[config.mk]
export PLATFORM = sky130hd
export DESIGN_NAME = ndata_widener_flat
export DESIGN_NICKNAME = d
export VERILOG_FILES = /design/src/rtl/ndata_widener_if.sv /design/src/rtl/ndata_widener.sv /design/src/flat_wrapper.sv
export SDC_FILE = /design/constraint.sdc
export NUM_CORES = 1
export LEC_CHECK = 0
export CAP_MARGIN = 20
export CORE_MARGIN = 5
export CORE_UTILIZATION = 43
export DETAILED_ROUTE_END_ITERATION = 16
export PLACE_DENSITY = 0.73
export REMOVE_ABC_BUFFERS = 1
export SYNTH_ARGS = -nofsm -noshare
export SYNTH_HDL_FRONTEND = slang
export SYNTH_SLANG_ARGS = --single-unit
[constraint.sdc]
create_clock -name clk -period 1.9 [get_ports clk]
set_clock_uncertainty 0.05 [all_clocks]
set_input_delay 0.475 -clock clk [delete_from_list [all_inputs] [get_ports clk]]
set_output_delay 0.475 -clock clk [all_outputs]
set_load 0.01 [all_outputs]
[src/rtl/ndata_widener_if.sv]
// Normalized lane stream: valid/ready handshake with
// per-lane keep and an end-of-stream marker.
interface ndata_i #(
  parameter type data_t = logic [7:0],
  parameter int NUM_ELEMENTS = 1
);
  logic                    valid;
  logic                    ready;
  logic                    last;
  data_t [NUM_ELEMENTS-1:0] data;
  logic [NUM_ELEMENTS-1:0] keep;

  modport m (
    output valid, data, keep, last,
    input  ready
  );

  modport s (
    input  valid, data, keep, last,
    output ready
  );
endinterface

[src/rtl/ndata_widener.sv]
// Packs RATIO consecutive normalized beats into one
// wide beat; a last beat closes the wide beat early.
module ndata_widener #(
  parameter type data_t = logic [7:0],
  parameter int NUM_ELEMENTS = 4,
  parameter int RATIO = 2
) (
  input  logic clk,
  input  logic rst,
  ndata_i.s    in,
  ndata_i.m    out,
  output logic err
);
  localparam int NE = NUM_ELEMENTS;
  localparam int W  = NE * RATIO;
  localparam int IW = $clog2(RATIO);
  localparam logic [IW-1:0] LAST_IDX = IW'(RATIO - 1);

  data_t [RATIO-2:0][NE-1:0] slot_data;
  logic  [RATIO-2:0][NE-1:0] slot_keep;
  logic  [IW-1:0]            idx;

  data_t [W-1:0] wide_data;
  data_t [W-1:0] out_data;
  logic  [W-1:0] wide_keep;
  logic  [W-1:0] out_keep;
  logic          out_valid;
  logic          out_last;
  logic          accept;
  logic          complete;
  logic          bad_keep;

  assign in.ready = !out_valid || out.ready;
  assign accept   = in.valid && in.ready;
  assign complete = accept &&
                    (idx == LAST_IDX || in.last);

  // keep & (keep+1) is zero only for a 0..01..1 prefix
  assign bad_keep = in.last
    ? |(in.keep & (in.keep + 1'b1))
    : !(&in.keep);

  for (genvar k = 0; k < RATIO; k++) begin : g_slot
    localparam logic [IW-1:0] KI = IW'(k);
    if (k < RATIO - 1) begin : g_buf
      assign wide_data[k*NE +: NE] =
        (KI == idx) ? in.data : slot_data[k];
      assign wide_keep[k*NE +: NE] =
        (KI == idx) ? in.keep :
        (KI <  idx) ? slot_keep[k] : '0;
    end else begin : g_top
      assign wide_data[k*NE +: NE] = in.data;
      assign wide_keep[k*NE +: NE] =
        (KI == idx) ? in.keep : '0;
    end
  end

  always_ff @(posedge clk or posedge rst) begin
    if (rst) begin
      out_valid <= 1'b0;
      out_last  <= 1'b0;
      out_keep  <= '0;
      idx       <= '0;
      err       <= 1'b0;
      slot_keep <= '0;
    end else begin
      if (out_valid && out.ready) begin
        out_valid <= 1'b0;
      end
      if (complete) begin
        out_valid <= 1'b1;
        out_keep  <= wide_keep;
        out_last  <= in.last;
        idx       <= '0;
      end else if (accept) begin
        slot_keep[idx] <= in.keep;
        idx            <= idx + 1'b1;
      end
      if (accept && bad_keep) begin
        err <= 1'b1;
      end
    end
  end

  always_ff @(posedge clk) begin
    if (complete) begin
      out_data <= wide_data;
    end else if (accept) begin
      slot_data[idx] <= in.data;
    end
  end

  assign out.valid = out_valid;
  assign out.last  = out_last;
  assign out.keep  = out_keep;
  assign out.data  = out_data;
endmodule

[src/flat_wrapper.sv]
// flat-port wrapper written by rule: the top's interface ports become plain ports
module ndata_widener_flat 
#(
  parameter type data_t = logic [7:0],
  parameter int NUM_ELEMENTS = 4,
  parameter int RATIO = 2
)
  (clk, rst, err, in_valid, in_data, in_keep, in_last, in_ready, out_valid, out_data, out_keep, out_last, out_ready);
  ndata_i #(.data_t(data_t), .NUM_ELEMENTS(NUM_ELEMENTS)) in_i ();
  ndata_i #(.data_t(data_t), .NUM_ELEMENTS(NUM_ELEMENTS)) out_i ();
  input  logic clk;
  input  logic rst;
  output logic err;
  input wire logic [$bits(in_i.valid)-1:0] in_valid;
  input wire logic [$bits(in_i.data)-1:0] in_data;
  input wire logic [$bits(in_i.keep)-1:0] in_keep;
  input wire logic [$bits(in_i.last)-1:0] in_last;
  output wire logic [$bits(in_i.ready)-1:0] in_ready;
  output wire logic [$bits(out_i.valid)-1:0] out_valid;
  output wire logic [$bits(out_i.data)-1:0] out_data;
  output wire logic [$bits(out_i.keep)-1:0] out_keep;
  output wire logic [$bits(out_i.last)-1:0] out_last;
  input wire logic [$bits(out_i.ready)-1:0] out_ready;
  assign in_i.valid = in_valid;
  assign in_i.data = in_data;
  assign in_i.keep = in_keep;
  assign in_i.last = in_last;
  assign in_ready = in_i.ready;
  assign out_valid = out_i.valid;
  assign out_data = out_i.data;
  assign out_keep = out_i.keep;
  assign out_last = out_i.last;
  assign out_i.ready = out_ready;
  ndata_widener #(.data_t(data_t), .NUM_ELEMENTS(NUM_ELEMENTS), .RATIO(RATIO)) u_core (.clk(clk), .rst(rst), .in(in_i), .out(out_i), .err(err));
endmodule
== Yosys cells after proc, flatten, opt, wreduce, memory -nomap -nowiden ==
Cells that the tools add are included.

* Register bits after elaboration: 76
* Bits of input ports: 41
* Output and inout bits: 40
* Logic and storage cells: 47

* $add $sub $neg: 2
* Magnitude comparators: 3
* Multiplexer cells: 12
* Bitwise operators: 2
* Reduce and logical (&&, ||, !) cells: 14

{| class="wikitable"
|+ Operator list
! cell !! count
|-
| $mux 32 || 2
|-
| $bwmux 32 || 1
|-
| $mux 4 || 3
|-
| $logic_and 1x1->1 || 5
|-
| $mux 1 || 5
|-
| $add 4x1->4 const B || 1
|-
| $and 4x4->4 || 1
|-
| $bwmux 4 || 1
|-
| $reduce_and 4->1 || 1
|-
| $reduce_bool 2->1 || 2
|-
| $reduce_or 4->1 || 1
|-
| $logic_not 1->1 || 2
|-
| $logic_or 1x1->1 || 2
|-
| $reduce_and 2->1 || 1
|-
| $add 1x1->1 const B || 1
|-
| $ge 1x1->1 const B || 1
|-
| $lt 1x1->1 const A || 1
|-
| $lt 1x1->1 const B || 1
|-
| $not 1->1 || 1
|}

== Logic depth before layout (Yosys ltp) ==
Gate-level depths: netlist of the first run.

* Depth after elaboration: 6
* Depth in mapped cells: 4
* Depth with buffers taken out: 3

== Least setup slack after synthesis of the first run ==
No wires, ideal clock.

* Path type: input port to flip-flop
* From: in out_ready
* To: reg u_core.slot_data[0] in the netlist's numbering, enable pin
* Arrival: 1.496 ns
* Required time: 1.463 ns
* Slack: -0.032 ns
* Cell stages on the path: 4
* Cell sequence: nand2b_1 buf_4 nand3_2 inv_1

* Cells in the longest elaborated chain, start to end: 5

{| class="wikitable"
|+ Ends and longest elaborated chain
! element !! line !! source
|-
| from (decl) || flat_wrapper.sv:23 || <nowiki>input wire logic [$bits(out_i.ready)-1:0] out_ready;</nowiki>
|-
| $logic_or 1x1->1 (*) || ndata_widener.sv:33 || <nowiki>assign in.ready = !out_valid || out.ready;</nowiki>
|-
| net in_ready || flat_wrapper.sv:18 || <nowiki>output wire logic [$bits(in_i.ready)-1:0] in_ready;</nowiki>
|-
| $logic_and 1x1->1 (*) || ndata_widener.sv:34 || <nowiki>assign accept = in.valid && in.ready;</nowiki>
|-
| $logic_and 1x1->1 || ndata_widener.sv:35 || <nowiki>assign complete = accept &&</nowiki>
|-
| $not 1->1 (no source line) || - ||
|-
| $reduce_and 2->1 (no source line) (*) || - ||
|-
| to (signal, indexed assignment) || ndata_widener.sv:89 || <nowiki>slot_data[idx] <= in.data;</nowiki>
|-
| to (decl) || ndata_widener.sv:19 || <nowiki>data_t [RATIO-2:0][NE-1:0] slot_data;</nowiki>
|}

The timed path passes the listed nets; every way through them passes the cells marked *.
A chain may end at the register's enable or synchronous reset.

== Worst setup path after layout of the first run ==
* From: in out_ready
* To: out in_ready

* Cells in the longest elaborated chain, start to end: 1

{| class="wikitable"
|+ Ends and longest elaborated chain
! element !! line
|-
| $logic_or 1x1->1 || ndata_widener.sv:33
|-
| to (decl) || flat_wrapper.sv:18
|}

No other way between the ends.

==> reports/results.tsv, run 1 <==
metric	value	unit
synth_top_area_cell	edfxtp_1	
area_growth	41.4	%
fp.dieW	92.0	um
antenna_cells	0	
fp.coreArea	0.00646	mm2
avgSynthCellArea	20.3	um2
p_total	4.48	mW
drc	0	
drt_iter0_drc	44	
die_area	0.00845	mm2
dpl.hpwl	3.83	mm
critPathMaxStageDelay	0.46	ns
cp.required	1.37	ns
ys_seq_elements	76	
setup_viol	0	
post_cts_buffers	0	
period_share	97.0	%
syn_inst	142	
grt_start_max_net_pins	33	
clkLatencyLatePin	0.33	ns
ys_top_cells_by_area	edfxtp_1 67%, mux2_2 16%, dfrtp_1 10%	
gp_congestion	0.752	
drt.antenna.violating_nets	0	
worstReg2RegStart	u_core.idx	
seq_area_frac_synth	76.9	%
r2r_end	u_core.out_keep[0]	
start_util	44.7	%
synth-edff-count	64	
start_kind	input port	
fin_crit	1.84	ns
globalRoute.totalOverflow	0	
final_hold_viol_count	0	
finalMaxSlewViolations	0	
ios	81	
slowest_stage	clkdlybuf4s50_1	
antenna_found_initial	0	
via_per_inst	4.99	
synth_flop_cell	edfxtp_1	
cts_tree	done	
busiest_layer	met2	
drive_gt1_share	29.2	%
synth.most_common_cell	edfxtp_1	
rows	29	
clk_pin_slew	0.08	ns
use_met3	4.58	%
fin_nets	279	
htreeDepth	3	
detail_route.wl_per_cell	16.8	um
maxCapViolations	0	
numCtsBuffers	9	
synth_top_area_share	66.6	%
grt_pass1_vias	1742	
globalRouteTotalUtil	13.0	%
timing.fmax	0.543	GHz
numPortBuffers	80	
grt_setup_unrepaired	no	
r2r_cells	4	
ys_top_cells_by_count	64 x edfxtp_1, 40 x mux2_2, 12 x dfrtp_1	
gr-usage-met2	20.0	%
status	finished clean	
power_density	1100	mW/mm2
syn-cell-area	0.00289	mm2
cellLeakagePower	1.47	nW
cts.sinks	76	
globalRouteMet1Util	17.3	%
final_core_util	63.2	%
path_max_fanout	2	
fp.dieH	92.0	um
slew_headroom	68.3	%
fin_ws	0.0571	ns
path_cells	clkdlybuf4s50_1, nand2b_1, dlygate4sd2_1	
wirelength	5.38	mm
worst_hold_path_type	in2async	
vias	1596	
peakVddDrop	0.606	mV
r2r_setup_slack	0.43	ns
cts_root_buf	clkbuf_8	
clockBufferDepth	2	
grt_pass1_wl	8.57	mm
critPathKind	in2out	
async_flop_share	15.8	%
postCtsHoldBufs	0	
yosys_warnings	0	
post-place-ws	-0.216	ns
critPathArrivalTime	1.32	ns
end_kind	primary output	
firstDrtPassIters	4	
cts_repair_resize_count	1	
synth_cell_types	19	
tightestPinTransition	0.475	ns
placed cells by master (no fill, tap or decap), drive strengths merged:
master and count:
nand2b 4, nand3 2, clkinvlp 1, mux2 44, a21o 1, o2111ai 1, bufinv 3, dlygate4sd2 1
clkbuf 10, nand3b 1, clkinv 1, nor2 1, and2 1, o21a 1, a22o 1, clkdlybuf4s50 79
edfxtp 64, nand2 1, inv 4, buf 10, dfrtp 12
where the power goes:
group	leakage, nW	internal [mW]	switching (mW)
registers	0.732	2.08	0.0854
clock network	0.117	0.875	0.569
logic	0.622	0.535	0.344
routing by layer:
metal	share of wire (%)	up-vias
met5	0	-
met4	0.89	0
met3	6.5	5
met2	46	62
met1	47	790
li1	-	739
flip-flops by register name (all words and copies together), names as in the netlist:
signal,count
u_core.out.valid,1
u_core.out.last,1
u_core.idx,1
u_core.out.data,32
u_core.slot_keep,4
u_core.slot_data,32
u_core.err,1
u_core.out_keep,4
worst max path at each step:
stage | endpoint | cells past startpoint | start | slack [ns]
finish | in_ready | 3 | out_ready | 0.06
global route | in_ready | 3 | out_ready | 0.04
CTS | in_ready | 3 | out_ready | 0.05
detailed placement | in_ready | 3 | out_ready | -0.22
global placement | in_ready | 3 | out_ready | -0.20
floorplan | u_core.out.data[0] | 3 | u_core.idx | -0.69
stage by stage:
stage          instances  setup TNS [ns]  instance area (um2)  hold slack (ns)
4_1_cts              320               0                 4080            0.398
3_5_place_dp         304           -5.37                 3840            0.396
2_1_floorplan        137          -37.56                 2850            0.290
5_1_grt              320               0                 4080            0.423
6_report             320               0                 4080            0.400
3_3_place_gp         304           -2.59                 3840            0.404
kinds of logic (layout without fill, tap and decap cells):
| kind of cell | Yosys count | after routing | share of synthesized area (%) |
|---|---|---|---|
| DFF | 76 | 76 | 76.9 |
| muxes | 44 | 44 | 17.5 |
| and+or+nand+nor | 10 | 10 | 2.56 |
| buffers and inverters | 8 | 109 | 1.82 |
| AOI/OAI and AO/OA | 4 | 4 | 1.13 |
area by class of cell:
class / count / area [um2]
Sequential cell: 76 / 2220
Fill cell: 477 / 2380
Clock buffer: 10 / 128
Tap cell: 77 / 96.3
Multi-Input combinational cell: 58 / 613
Inverter: 3 / 11.3
Timing Repair Buffer: 90 / 900
Clock inverter: 6 / 111
critical path: cells and delay by family:
family / cells / cell delay (ns)
and+or+nand+nor: 1 / 0.11
buffers and inverters: 2 / 0.73
Note: power is estimated with default switching activity, not from simulation.
==> inputs of run 2 (changes only) <==
CELL_PAD_IN_SITES_DETAIL_PLACEMENT = 1   (was unset)
CELL_PAD_IN_SITES_GLOBAL_PLACEMENT = 1   (was unset)
CORE_UTILIZATION = 42   (was 43)
PLACE_DENSITY = 0.8   (was 0.73)
clock period = 2.3 ns   (was 1.9 ns; I/O delays follow)
==> run 2 against run 1 <==
Effect of this change:
- power decreased by 18%
- die area increased by 2.1%
- via count increased by 0.13%
- first-iteration DRC count increased by 36%
- worst setup slack improved by 0.22 ns
- cell area decreased by 0.67%
- combinational power decreased by 18%
- sequential power decreased by 17%
- critical endpoint unchanged
- largest cell class unchanged
- highest routed layer unchanged
==> reports/results.tsv, run 2 (same netlist as run 1, synthesis figures left out) <==
metric	value	unit	change
path_max_fanout	2		unchanged
grt_setup_unrepaired	no		
gp_congestion	0.739		-1.7%
path_buf_inv	2		unchanged
r2r_cells	2		-2
grt_start_max_net_pins	33		unchanged
finalMaxSlewViolations	0		unchanged
period_share	88.1	%	
worst_hold_path_type	reg2reg		
cellLeakagePower	1.45	nW	-1.7%
final_hold_viol_count	0		unchanged
fin_nets	275		-1.4%
hold_start	u_core.err		
vias	1598		+0.13%
cts_tree	done		
worstReg2RegStart	u_core.idx		
grt_pass1_wl	9.43	mm	+10%
p_total	3.69	mW	-18%
die_area	0.00863	mm2	+2.1%
min_to	u_core.err		
area_growth	40.4	%	
r2r_end	u_core.out.data[9]		
timing.fmax	0.493	GHz	
r2r_setup_slack	0.65	ns	+0.22 ns
htreeDepth	3		unchanged
antenna_cells	0		unchanged
path_cells	clkdlybuf4s50_1, nand2b_1, dlygate4sd2_1		
postCtsHoldBufs	0		unchanged
post_cts_buffers	0		unchanged
globalRoute.totalOverflow	0		unchanged
critPathArrivalTime	1.40	ns	+0.08 ns
maxCapViolations	0		unchanged
start_kind	input port		
drt.antenna.violating_nets	0		unchanged
cp.required	1.67	ns	+0.30 ns
peakVddDrop	0.505	mV	-17%
firstDrtPassIters	4		unchanged
fp.dieW	92.9	um	+1.1%
slowest_stage	clkdlybuf4s50_1		
slew_headroom	66.9	%	-1.4 points
fin_ws	0.273	ns	+0.216 ns
end_kind	primary output		
post-place-ws	-0.00325	ns	+0.213 ns
detail_route.wl_per_cell	18.8	um	+12%
fill_cells	618		+30%
clkLatencyLatePin	0.32	ns	about the same
fp.coreArea	0.00676	mm2	+4.6%
numPortBuffers	80		unchanged
clk_pin_slew	0.07	ns	about the same
hold_depth	1		
critPathMaxStageDelay	0.45	ns	about the same
critPathKind	in2out		
rows	30		+3.4%
wirelength	5.99	mm	+11%
stdcell_count	318		-0.63%
fp.dieH	92.9	um	+1.1%
start_util	42.7	%	-2.0 points
antenna_found_initial	0		unchanged
crit_family	buffers and inverters		
clockBufferDepth	2		unchanged
status	finished clean		
setup_viol	0		unchanged
drt_iter0_drc	60		+36%
via_per_inst	5.03		+0.76%
numCtsBuffers	9		unchanged
globalRouteTotalUtil	14.7	%	+1.6 points
fin_crit	2.03	ns	
cts_root_buf	clkbuf_8		
cts.sinks	76		unchanged
mostFrequentLayoutCells	79 x clkdlybuf4s50_1, 64 x edfxtp_1, 40 x mux2_2, 11 x dfrtp_1, 9 x clkbuf_8		
placed_cells	303		-0.33%
tightestPinTransition	0.496	ns	+0.0212 ns
final_core_util	60.0	%	-3.2 points
grt_pass1_vias	1770		+1.6%
ios	81		unchanged
cts_repair_resize_count	1		unchanged
final_common_cell	clkdlybuf4s50_1		
dpl.hpwl	4.13	mm	+7.8%
setup_tns	0	ns	unchanged
drive_gt1_share	28.2	%	-1.1 points
power_density	911	mW/mm2	-17%
drc	0		unchanged
run 2: per-layer routing:
layer | vias up | share of wire [%] | routed length, um | track usage [%]
li1 | 727 | - | - | -
met1 | 804 | 41 | 2450 | 17.8
met2 | 61 | 50 | 3020 | 24.5
met3 | 6 | 7.9 | 474 | 4.96
met4 | 0 | 0.77 | 46 | 4.76
met5 | - | 0 | 0 | 0
run 2: worst max path at each step:
| stage | start | to | slack (ns) | cells after the start |
|---|---|---|---|---|
| after floorplan | u_core.idx | u_core.out.data[0] | -0.29 | 3 |
| after global placement | out_ready | in_ready | 0.001 | 3 |
| after detailed placement | out_ready | in_ready | -0.003 | 3 |
| after CTS | out_ready | in_ready | 0.26 | 3 |
| after global routing | out_ready | in_ready | 0.23 | 3 |
| final | out_ready | in_ready | 0.27 | 3 |
run 2: power breakdown:
part	leakage, nW	total (mW)	internal, mW	switching [mW]
clock	0.112	1.18	0.716	0.466
sequential	0.732	1.79	1.72	0.0773
combinational	0.603	0.719	0.431	0.288
run 2: per-stage QoR:
step	instance area (um2)	hold slack, ns
3_5_place_dp	3820	0.397
2_1_floorplan	2850	0.390
6_report	4060	0.408
3_3_place_gp	3820	0.390
5_1_grt	4060	0.431
4_1_cts	4060	0.419
run 2: cell type report:
| cell class | instances | area (um2) | share of cell area (%) |
|---|---|---|---|
| timing repair buffer | 86 | 870 | 21.4 |
| inverter | 3 | 11.3 | 0.278 |
| sequential | 76 | 2220 | 54.8 |
| multi-input combinational | 58 | 613 | 15.1 |
| clock inverter | 6 | 114 | 2.81 |
| clock buffer | 9 | 124 | 3.05 |
| tap | 80 | 100 | 2.47 |
==> inputs of run 3 (changes only) <==
CELL_PAD_IN_SITES_DETAIL_PLACEMENT = unset   (was 1)
CELL_PAD_IN_SITES_GLOBAL_PLACEMENT = unset   (was 1)
CORE_UTILIZATION = 51   (was 42)
PLACE_DENSITY = 0.81   (was 0.8)
==> run 3 against run 2 <==
Effect of this change:
- power is 10% lower
- non-clock buffer count unchanged
- final cell count decreased by 2.2%
- highest routed layer unchanged
- utilization rose by 12 points
- die area shrank 16%
- critical path type unchanged
- global-route usage increased by 0.89 points
- sequential cell count unchanged
- critical endpoint unchanged
- largest cell class unchanged
==> reports/results.tsv, run 3 (same netlist as run 1, synthesis figures left out) <==
metric	value	unit	change
worstReg2RegStart	u_core.idx		
fp.coreArea	0.00551	mm2	-19%
gp_congestion	0.733		-0.91%
numPortBuffers	80		unchanged
power_density	838	mW/mm2	-8.0%
clockBufferDepth	2		unchanged
hold_depth	1		unchanged
cts.sinks	76		unchanged
slew_headroom	69.9	%	+2.9 points
final_hold_viol_count	0		unchanged
drive_gt1_share	26.4	%	-1.8 points
htreeDepth	3		unchanged
numCtsBuffers	9		unchanged
dpl.hpwl	3.74	mm	-9.5%
die_area	0.00727	mm2	-16%
grt_start_max_net_pins	33		unchanged
drt_iter0_drc	83		+38%
antenna_cells	0		unchanged
maxCapViolations	0		unchanged
start_util	52.4	%	+9.7 points
cts_repair_resize_count	1		unchanged
wirelength	5.33	mm	-11%
final_common_cell	clkdlybuf4s50_1		
worst_hold_path_type	reg2reg		
fp.dieH	85.3	um	-8.3%
fin_nets	275		unchanged
stdcell_count	311		-2.2%
clk_pin_slew	0.07	ns	about the same
r2r_end	u_core.out.data[10]		
post_cts_buffers	0		unchanged
final_core_util	72.0	%	+12 points
start_kind	input port		
hold_start	u_core.err		
fin_crit	2.10	ns	+0.0697 ns
path_max_fanout	2		unchanged
end_kind	primary output		
grt_pass1_vias	1687		-4.7%
cts_tree	done		
cellLeakagePower	1.41	nW	-2.5%
finalMaxSlewViolations	0		unchanged
cts_root_buf	clkbuf_8		
globalRouteTotalUtil	15.5	%	+0.89 points
firstDrtPassIters	5		+1
detail_route.wl_per_cell	17.1	um	-9.1%
critPathArrivalTime	1.47	ns	+0.07 ns
fp.dieW	85.3	um	-8.3%
vias	1530		-4.3%
rows	27		-10%
cp.required	1.67	ns	about the same
mostFrequentLayoutCells	79 x clkdlybuf4s50_1, 64 x edfxtp_1, 40 x mux2_2, 11 x dfrtp_1, 9 x clkbuf_8		
critPathKind	in2out		
placed_cells	295		-2.6%
status	finished clean		
period_share	91.2	%	+3.0 points
grt_pass1_wl	8.63	mm	-8.5%
via_per_inst	4.92		-2.1%
r2r_cells	2		unchanged
postCtsHoldBufs	0		unchanged
drt.antenna.violating_nets	0		unchanged
area_growth	37.2	%	
drc	0		unchanged
min_to	u_core.err		
ios	81		unchanged
hold_ws	0.416	ns	+0.00790 ns
grt_setup_unrepaired	no		
globalRoute.totalOverflow	0		unchanged
clkLatencyLatePin	0.33	ns	about the same
r2r_setup_slack	0.66	ns	about the same
setup_viol	0		unchanged
timing.fmax	0.477	GHz	-3.3%
peakVddDrop	0.604	mV	+20%
antenna_found_initial	0		unchanged
tightestPinTransition	0.452	ns	-0.0442 ns
[run 3: cell count changes in the layout (fill, tap and decap cells not counted)]
cell / before / now
clkinvlp_4: 2 / 1
bufinv_16: 3 / 0
clkbuf_1: 0 / 5
clkinv_4: 1 / 0
clkinv_2: 0 / 1
[run 3: how the worst max path moves through the flow]
stage                     startpoint                 end  slack, ns
after global placement     out_ready            in_ready      -0.07
after global routing       out_ready            in_ready       0.17
after floorplan           u_core.idx  u_core.out.data[0]      -0.29
final                      out_ready            in_ready       0.20
after CTS                  out_ready            in_ready       0.20
after detailed placement   out_ready            in_ready      -0.07
[run 3: per-stage QoR]
stage	TNS [ns]	power, mW	worst slack, ns	instance area (um2)
after floorplan	-11.70	2.15	-0.293	2850
after global placement	-0.0716	2.51	-0.0716	3810
after CTS	0	3.35	0.198	3960
after detailed placement	-0.0667	2.53	-0.0667	3810
final	0	3.32	0.203	3960
after global routing	0	3.48	0.170	3960
[run 3: power by group]
| group | total (mW) | internal [mW] | switching [mW] |
|---|---|---|---|
| clock network | 0.824 | 0.393 | 0.431 |
| registers | 1.79 | 1.72 | 0.0741 |
| logic | 0.706 | 0.430 | 0.275 |
| total | 3.32 | 2.54 | 0.781 |
[run 3: area by class of cell]
class | count | area, um2
sequential | 76 | 2220
fill | 347 | 1540
timing repair buffer | 86 | 870
multi-input combinational | 58 | 613
clock buffer | 14 | 143
tap | 72 | 90.1
clock inverter | 2 | 12.5
inverter | 3 | 11.3
[run 3: critical path: stages]
cell and delay, ns:
clkdlybuf4s50_1 0.45, nand2b_1 0.16, dlygate4sd2_1 0.29
[run 3: per-layer routing]
metal / routed length (um) / GRT usage [%] / vias to the layer above
met3: 328 / 3.98 / 5
li1: - / - / 725
met1: 2420 / 20.4 / 740
met5: 0 / 0 / -
met2: 2530 / 24.6 / 60
met4: 49 / 6.62 / 0
